## src/rtl/pic_pkg.sv

```systemverilog
`default_nettype none
// +----------------------------------------------------------------------+
// | pic_pkg: shared types and constants for the 8259 INTA sequencer      |
// | Rev 1.0 - initial release                                            |
// +----------------------------------------------------------------------+
package pic_pkg;

  localparam int         TIMER_W          = 4;
  localparam logic [7:0] OCW2_NONSPEC_EOI = 8'h20;

  typedef enum logic [2:0] {
    IDLE     = 3'd0,
    INTA1    = 3'd1,
    GAP      = 3'd2,
    INTA2    = 3'd3,
    DELIVER  = 3'd4,
    WAIT_SVC = 3'd5,
    EOI_WR   = 3'd6,
    EOI_HOLD = 3'd7
  } state_t;

endpackage
`default_nettype wire

```

## src/rtl/inta_sequencer_if.sv

```systemverilog
`default_nettype none
// +----------------------------------------------------------------------+
// | inta_sequencer_if: PIC/CPU-side signal bundle for inta_sequencer     |
// | Rev 1.0 - initial release                                            |
// +----------------------------------------------------------------------+
interface inta_sequencer_if;

  logic       int_req;
  logic       int_enable;
  logic [7:0] data_in;
  logic       vec_ready;
  logic       svc_done;
  logic       inta_n;
  logic       wr_n;
  logic       a0;
  logic [7:0] data_out;
  logic       data_oe;
  logic [7:0] vector_out;
  logic       vector_valid;
  logic       busy;

  modport master (
    input  int_req, int_enable, data_in, vec_ready, svc_done,
    output inta_n, wr_n, a0, data_out, data_oe, vector_out, vector_valid, busy
  );

  modport slave (
    output int_req, int_enable, data_in, vec_ready, svc_done,
    input  inta_n, wr_n, a0, data_out, data_oe, vector_out, vector_valid, busy
  );

endinterface
`default_nettype wire

```

## src/rtl/inta_sequencer_cycle_timer.sv

```systemverilog
`default_nettype none
// +----------------------------------------------------------------------+
// | cycle_timer: loadable saturating down-counter with a zero flag       |
// | Rev 1.0 - initial release                                            |
// +----------------------------------------------------------------------+
module cycle_timer
  import pic_pkg::*;
#(
  parameter int WIDTH = TIMER_W
) (
  input  logic             clk,
  input  logic             reset,
  input  logic             load,
  input  logic [WIDTH-1:0] load_val,
  output logic             zero
);

  logic [WIDTH-1:0] count_q;
  logic [WIDTH-1:0] count_d;

  // Holds at zero so an idle timer can never wrap.
  always_comb begin
    count_d = count_q;
    if (load) begin
      count_d = load_val;
    end else if (count_q != '0) begin
      count_d = count_q - WIDTH'(1);
    end
  end

  always_ff @(posedge clk or posedge reset) begin
    if (reset) begin
      count_q <= '0;
    end else begin
      count_q <= count_d;
    end
  end

  assign zero = (count_q == '0);

endmodule
`default_nettype wire

```

## src/rtl/inta_sequencer.sv

```systemverilog
`default_nettype none
// +----------------------------------------------------------------------+
// | inta_sequencer: two-pulse INTA handshake, vector delivery, EOI write |
// | Rev 1.0 - initial release                                            |
// +----------------------------------------------------------------------+
module inta_sequencer
  import pic_pkg::*;
#(
  parameter int INTA_LOW_CYCLES = 2,
  parameter int INTA_GAP_CYCLES = 2,
  parameter int WR_LOW_CYCLES   = 2,
  parameter bit AUTO_EOI        = 1'b0
) (
  input  logic               clk,
  input  logic               reset,
  inta_sequencer_if.master   bus
);

  localparam logic [TIMER_W-1:0] c_low_load = TIMER_W'(INTA_LOW_CYCLES - 1);
  localparam logic [TIMER_W-1:0] c_gap_load = TIMER_W'(INTA_GAP_CYCLES - 1);
  localparam logic [TIMER_W-1:0] c_wr_load  = TIMER_W'(WR_LOW_CYCLES - 1);

  state_t             state_q, state_d;
  logic               go_q, go_d;
  logic               timer_load;
  logic [TIMER_W-1:0] timer_val;
  logic               timer_zero;

  logic       inta_n_q, inta_n_d;
  logic       wr_n_q, wr_n_d;
  logic       a0_q, a0_d;
  logic [7:0] data_out_q, data_out_d;
  logic       data_oe_q, data_oe_d;
  logic [7:0] vector_out_q, vector_out_d;
  logic       vector_valid_q, vector_valid_d;
  logic       busy_q, busy_d;

  cycle_timer #(.WIDTH(TIMER_W)) u_timer (
    .clk      (clk),
    .reset    (reset),
    .load     (timer_load),
    .load_val (timer_val),
    .zero     (timer_zero)
  );

  // go_q is a one-cycle sample of the trigger (int_req&&int_enable in IDLE,
  // svc_done in WAIT_SVC); the state acts on it at the following edge.
  always_comb begin
    state_d      = state_q;
    go_d         = 1'b0;
    timer_load   = 1'b0;
    timer_val    = '0;
    vector_out_d = vector_out_q;
    case (state_q)
      IDLE: begin
        if (go_q) begin
          state_d    = INTA1;
          timer_load = 1'b1;
          timer_val  = c_low_load;
        end else begin
          go_d = bus.int_req && bus.int_enable;
        end
      end
      INTA1: if (timer_zero) begin
        state_d    = GAP;
        timer_load = 1'b1;
        timer_val  = c_gap_load;
      end
      GAP: if (timer_zero) begin
        state_d    = INTA2;
        timer_load = 1'b1;
        timer_val  = c_low_load;
      end
      INTA2: if (timer_zero) begin
        state_d      = DELIVER;
        vector_out_d = bus.data_in;
      end
      DELIVER: if (bus.vec_ready) begin
        state_d = WAIT_SVC;
      end
      WAIT_SVC: begin
        if (go_q) begin
          if (AUTO_EOI) begin
            state_d = IDLE;
          end else begin
            state_d    = EOI_WR;
            timer_load = 1'b1;
            timer_val  = c_wr_load;
          end
        end else begin
          go_d = bus.svc_done;
        end
      end
      EOI_WR: if (timer_zero) begin
        state_d = EOI_HOLD;
      end
      EOI_HOLD: state_d = IDLE;
      default:  state_d = IDLE;
    endcase
  end

  // Outputs are registered from the next state so they line up with it.
  always_comb begin
    inta_n_d       = !((state_d == INTA1) || (state_d == INTA2));
    wr_n_d         = (state_d != EOI_WR);
    a0_d           = 1'b0;
    data_oe_d      = (state_d == EOI_WR) || (state_d == EOI_HOLD);
    data_out_d     = data_oe_d ? OCW2_NONSPEC_EOI : 8'h00;
    vector_valid_d = (state_d == DELIVER);
    busy_d         = (state_d != IDLE);
  end

  always_ff @(posedge clk or posedge reset) begin
    if (reset) begin
      state_q        <= IDLE;
      go_q           <= 1'b0;
      inta_n_q       <= 1'b1;
      wr_n_q         <= 1'b1;
      a0_q           <= 1'b0;
      data_out_q     <= 8'h00;
      data_oe_q      <= 1'b0;
      vector_out_q   <= 8'h00;
      vector_valid_q <= 1'b0;
      busy_q         <= 1'b0;
    end else begin
      state_q        <= state_d;
      go_q           <= go_d;
      inta_n_q       <= inta_n_d;
      wr_n_q         <= wr_n_d;
      a0_q           <= a0_d;
      data_out_q     <= data_out_d;
      data_oe_q      <= data_oe_d;
      vector_out_q   <= vector_out_d;
      vector_valid_q <= vector_valid_d;
      busy_q         <= busy_d;
    end
  end

  assign bus.inta_n       = inta_n_q;
  assign bus.wr_n         = wr_n_q;
  assign bus.a0           = a0_q;
  assign bus.data_out     = data_out_q;
  assign bus.data_oe      = data_oe_q;
  assign bus.vector_out   = vector_out_q;
  assign bus.vector_valid = vector_valid_q;
  assign bus.busy         = busy_q;

endmodule
`default_nettype wire

```

## src/flat_wrapper.sv

```systemverilog
// flat-port wrapper written by rule: the top's interface ports become plain ports
module inta_sequencer_flat import pic_pkg::*;
#(
  parameter int INTA_LOW_CYCLES = 2,
  parameter int INTA_GAP_CYCLES = 2,
  parameter int WR_LOW_CYCLES   = 2,
  parameter bit AUTO_EOI        = 1'b0
)
  (clk, reset, bus_int_req, bus_int_enable, bus_data_in, bus_vec_ready, bus_svc_done, bus_inta_n, bus_wr_n, bus_a0, bus_data_out, bus_data_oe, bus_vector_out, bus_vector_valid, bus_busy);
  inta_sequencer_if bus_i ();
  input  logic clk;
  input  logic reset;
  input wire logic [$bits(bus_i.int_req)-1:0] bus_int_req;
  input wire logic [$bits(bus_i.int_enable)-1:0] bus_int_enable;
  input wire logic [$bits(bus_i.data_in)-1:0] bus_data_in;
  input wire logic [$bits(bus_i.vec_ready)-1:0] bus_vec_ready;
  input wire logic [$bits(bus_i.svc_done)-1:0] bus_svc_done;
  output wire logic [$bits(bus_i.inta_n)-1:0] bus_inta_n;
  output wire logic [$bits(bus_i.wr_n)-1:0] bus_wr_n;
  output wire logic [$bits(bus_i.a0)-1:0] bus_a0;
  output wire logic [$bits(bus_i.data_out)-1:0] bus_data_out;
  output wire logic [$bits(bus_i.data_oe)-1:0] bus_data_oe;
  output wire logic [$bits(bus_i.vector_out)-1:0] bus_vector_out;
  output wire logic [$bits(bus_i.vector_valid)-1:0] bus_vector_valid;
  output wire logic [$bits(bus_i.busy)-1:0] bus_busy;
  assign bus_i.int_req = bus_int_req;
  assign bus_i.int_enable = bus_int_enable;
  assign bus_i.data_in = bus_data_in;
  assign bus_i.vec_ready = bus_vec_ready;
  assign bus_i.svc_done = bus_svc_done;
  assign bus_inta_n = bus_i.inta_n;
  assign bus_wr_n = bus_i.wr_n;
  assign bus_a0 = bus_i.a0;
  assign bus_data_out = bus_i.data_out;
  assign bus_data_oe = bus_i.data_oe;
  assign bus_vector_out = bus_i.vector_out;
  assign bus_vector_valid = bus_i.vector_valid;
  assign bus_busy = bus_i.busy;
  inta_sequencer #(.INTA_LOW_CYCLES(INTA_LOW_CYCLES), .INTA_GAP_CYCLES(INTA_GAP_CYCLES), .WR_LOW_CYCLES(WR_LOW_CYCLES), .AUTO_EOI(AUTO_EOI)) u_core (.clk(clk), .reset(reset), .bus(bus_i));
endmodule
```

## config.mk

```make
export PLATFORM = sky130hd
export DESIGN_NAME = inta_sequencer_flat
export DESIGN_NICKNAME = d
export VERILOG_FILES = /design/src/rtl/pic_pkg.sv /design/src/rtl/inta_sequencer_if.sv /design/src/rtl/inta_sequencer_cycle_timer.sv /design/src/rtl/inta_sequencer.sv /design/src/flat_wrapper.sv
export SDC_FILE = /design/constraint.sdc
export NUM_CORES = 1
export LEC_CHECK = 0
export ABC_AREA = 1
export CORE_ASPECT_RATIO = 1.4
export CORE_MARGIN = 1
export CORE_UTILIZATION = 43
export DETAILED_ROUTE_END_ITERATION = 12
export HOLD_SLACK_MARGIN = 0.05
export MAX_ROUTING_LAYER = met4
export PLACE_DENSITY = 0.85
export SYNTH_ARGS = -nofsm -noshare
export SYNTH_HDL_FRONTEND = slang
export SYNTH_SLANG_ARGS = --single-unit
export TNS_END_PERCENT = 50
```

## constraint.sdc

```tcl
create_clock -name clk -period 1.9 [get_ports clk]
set_input_delay 0.285 -clock clk [delete_from_list [all_inputs] [get_ports clk]]
set_output_delay 0.285 -clock clk [all_outputs]
set_load 0.03 [all_outputs]
```

==> flow_summary.json <==
{
  "insertion_delay_ns": 0.31,
  "portion_of_total_power_attributed_to_the_clock_network": 0.096,
  "die_y_um": 59.3,
  "status": "finished clean",
  "post-cts-setup-buffer-count": 0,
  "routed-via-count": 815,
  "most-common-layout-cells": "sky130_fd_sc_hd__nand2_1, sky130_fd_sc_hd__clkdlybuf4s50_1, sky130_fd_sc_hd__dfrtp_1, sky130_fd_sc_hd__inv_1",
  "cellPowerDensity_nw_per_um2": 1670,
  "share_of_total_power_in_combinational_logic": 0.550,
  "unrepaired_setup_endpoints_after_global_routing": "false",
  "relative_max_transition_margin": 0.627,
  "cts-resized-gates": 0,
  "cellInternalPower_w": 0.00119,
  "setup.worst_path.end_class": "output port",
  "worst-path-buf-inv": 1,
  "drtIter0Drc": 27,
  "net_switching_power_w": 0.000978,
  "nets": 164,
  "worst_path_largest_cell_delay_ns": 0.65,
  "first_pass_iters": 4,
  "hp-class": "input port to async pin",
  "worstPathMaxFanout": 1,
  "fin_crit_ns": 1.78,
  "post_drt_wl_per_cell_um": 10.5,
  "worst-endpoint-arrival_ns": 1.49,
  "root_buffer": "sky130_fd_sc_hd__clkbuf_4",
  "place_area_um2": 1270,
  "maximum_number_of_pins_on_one_net_before_global_route_repair": 22,
  "cts.htree.levels": 1,
  "floorplan.die.width_um": 42.9,
  "crit_chain": "clkdlybuf4s50_1",
  "cts_inserted_buffers": 3,
  "clk_transition_reported_paths_ns": 0.11,
  "drv_cap": 0,
  "vdd.ir_drop.worst_v": 0.000752,
  "cts_tree": "yes",
  "totalWireLength_mm": 1.78,
  "postCtsHoldBufs": 0,
  "area.growth.synth_to_final_pct": 28.9,
  "floorplan.initialDensity": 0.458,
  "grt_overflow_total": 0,
  "finished_layout_cell_area_um2": 1300,
  "crit_required_ns": 1.62,
  "layout_commonest_cell": "sky130_fd_sc_hd__nand2_1",
  "dp.cells": 166,
  "synth_cell_type_count": 23,
  "worst_path_max_delay_cell": "sky130_fd_sc_hd__clkdlybuf4s50_1",
  "finalSetupTns_ns": 0,
  "yosys_register_bits": 21,
  "final-setup-viol-count": 0,
  "critical_path_class": "register to output port",
  "synthesis.area_per_instance_um2": 8.55,
  "layout-drive-gt1-share": 0.122,
  "gp_congestion": 0.868,
  "track_usage": 0.166,
  "placementRows": 20,
  "post-dp-hpwl_mm": 1.39,
  "detail_route.drc_violations": 0,
  "worst_setup_path_start_kind": "register",
  "fp.coreArea_um2": 2200,
  "place.port_buffers": 27,
  "n_fill_cell": 197,
  "ys_warn_count": 0,
  "fin_crit_sh": 0.934,
  "grt_pass1_vias": 736,
  "insertedDiodeCount": 0,
  "antenna_left": 0,
  "drt-vias-per-instance": 4.79,
  "p_seq_frac": 0.354,
  "final_number_of_max_transition_violations": 0,
  "final_hold_viols": 0,
  "global_route_wire_length_before_repair_mm": 3.02,
  "clock_tree.buffer_depth": 2,
  "power_switching_share": 0.451,
  "fin_worst_skew_ns": 0.00138,
  "register_area_share_after_synthesis": 0.524,
  "tightestPinTransition_ns": 0.554,
  "io-pin-count": 36,
  "antenna_found_initial": 0,
  "final-instance-count-excl-fill": 170,
  "power.static_leakage_nw": 0.653,
  "netlist_instances": 118,
  "critical-path-top-delay-family": "buffers and inverters",
  "fmaxAchievable_ghz": 0.563,
  "die_area_um2": 2550,
  "synthesis.area_um2": 1010,
  "cts_sinks": 21
}
kinds of logic (layout without fill, tap and decap cells):
| logic type | after synthesis | after routing | share of synthesized area |
|---|---|---|---|
| flops | 21 | 21 | 0.524 |
| other cells | 1 | 8 | 0.00372 |
| xor+xnor | 2 | 2 | 0.0174 |
| simple gates | 63 | 63 | 0.287 |
| fa+ha+maj | 1 | 1 | 0.0124 |
| compound gates | 6 | 6 | 0.0335 |
| buf+inv | 24 | 47 | 0.123 |
power by group through the flow:
stage / sequential [W] / combinational [W] / clock (W)
floorplan: 0.000992 / 0.000624 / 0
global placement: 0.000774 / 0.00117 / 0
detailed placement: 0.000779 / 0.00120 / 0
CTS: 0.000769 / 0.00120 / 0.000221
global route: 0.000792 / 0.00132 / 0.000249
finish: 0.000768 / 0.00119 / 0.000209
layout make-up:
cell class,instances,area [um^2],area share
Sequential cell,21,528,0.406
Inverter,15,56.3,0.0433
Timing Repair Buffer,28,278,0.214
Multi-Input combinational cell,80,383,0.295
Clock buffer,3,22.5,0.0173
Clock inverter,1,5.00,0.00385
Tap cell,22,27.5,0.0212
registers in the layout, summed over array words and instances, names as in the netlist:
name,cells
u_core.bus.vector_valid,1
u_core.go_q,1
u_core.bus.busy,1
u_core.bus.inta_n,1
u_core.bus.data_out,1
u_core.bus.vector_out,8
u_core.u_timer.count_q,4
u_core.state_q,3
u_core.bus.wr_n,1
metrics by stage:
step           hold slack [ns]  power, W  utilization  setup slack (ns)
3_3_place_gp             0.453   0.00194        0.578             0.466
4_1_cts                  0.300   0.00219        0.590             0.116
5_1_grt                  0.304   0.00236        0.590            0.0600
2_1_floorplan            0.260   0.00162            -             0.554
6_report                 0.294   0.00217        0.590             0.125
3_5_place_dp             0.459   0.00198        0.578             0.405
final timing paths:
| path | start | end | slack (ns) | depth (start not counted) |
|---|---|---|---|---|
| max | u_core.bus.inta_n$_DFF_PP1_ | bus_inta_n | 0.12 | 1 |
| min | reset | u_core.state_q[1]$_DFF_PP0_ | 0.29 | 3 |
| max reg2reg | u_core.u_timer.count_q[0]$_DFFE_PP0P_ | u_core.bus.vector_out[7]$_DFFE_PP0P_ | 0.41 | 7 |
| min reg2reg | u_core.bus.vector_out[2]$_DFFE_PP0P_ | u_core.bus.vector_out[2]$_DFFE_PP0P_ | 0.48 | 2 |
| max in group asynchronous | reset | u_core.bus.inta_n$_DFF_PP1_ | 1.34 | 3 |
| min in group clk | u_core.bus.vector_out[2]$_DFFE_PP0P_ | u_core.bus.vector_out[2]$_DFFE_PP0P_ | 0.48 | 2 |
synth_stat cells, drive strengths merged:
master	instances	area share
nand4	2	0.012
conb	1	0.0037
dfrtp	19	0.47
a21oi	1	0.0050
xnor2	1	0.0087
nand3	8	0.040
nand2	40	0.16
ha	1	0.012
xor2	1	0.0087
or2	1	0.0062
dfstp	2	0.052
buf	9	0.067
inv	15	0.056
nor3	3	0.026
nor2	9	0.041
o21ai	5	0.029
routing by layer:
layer | track usage | vias up | routed length, um
met5 | - | - | 0
met4 | 0.0909 | 0 | 46
met3 | 0.0427 | 5 | 129
met2 | 0.279 | 35 | 929
met1 | 0.176 | 369 | 671
li1 | - | 406 | -
(Power assumes the default switching activity.)
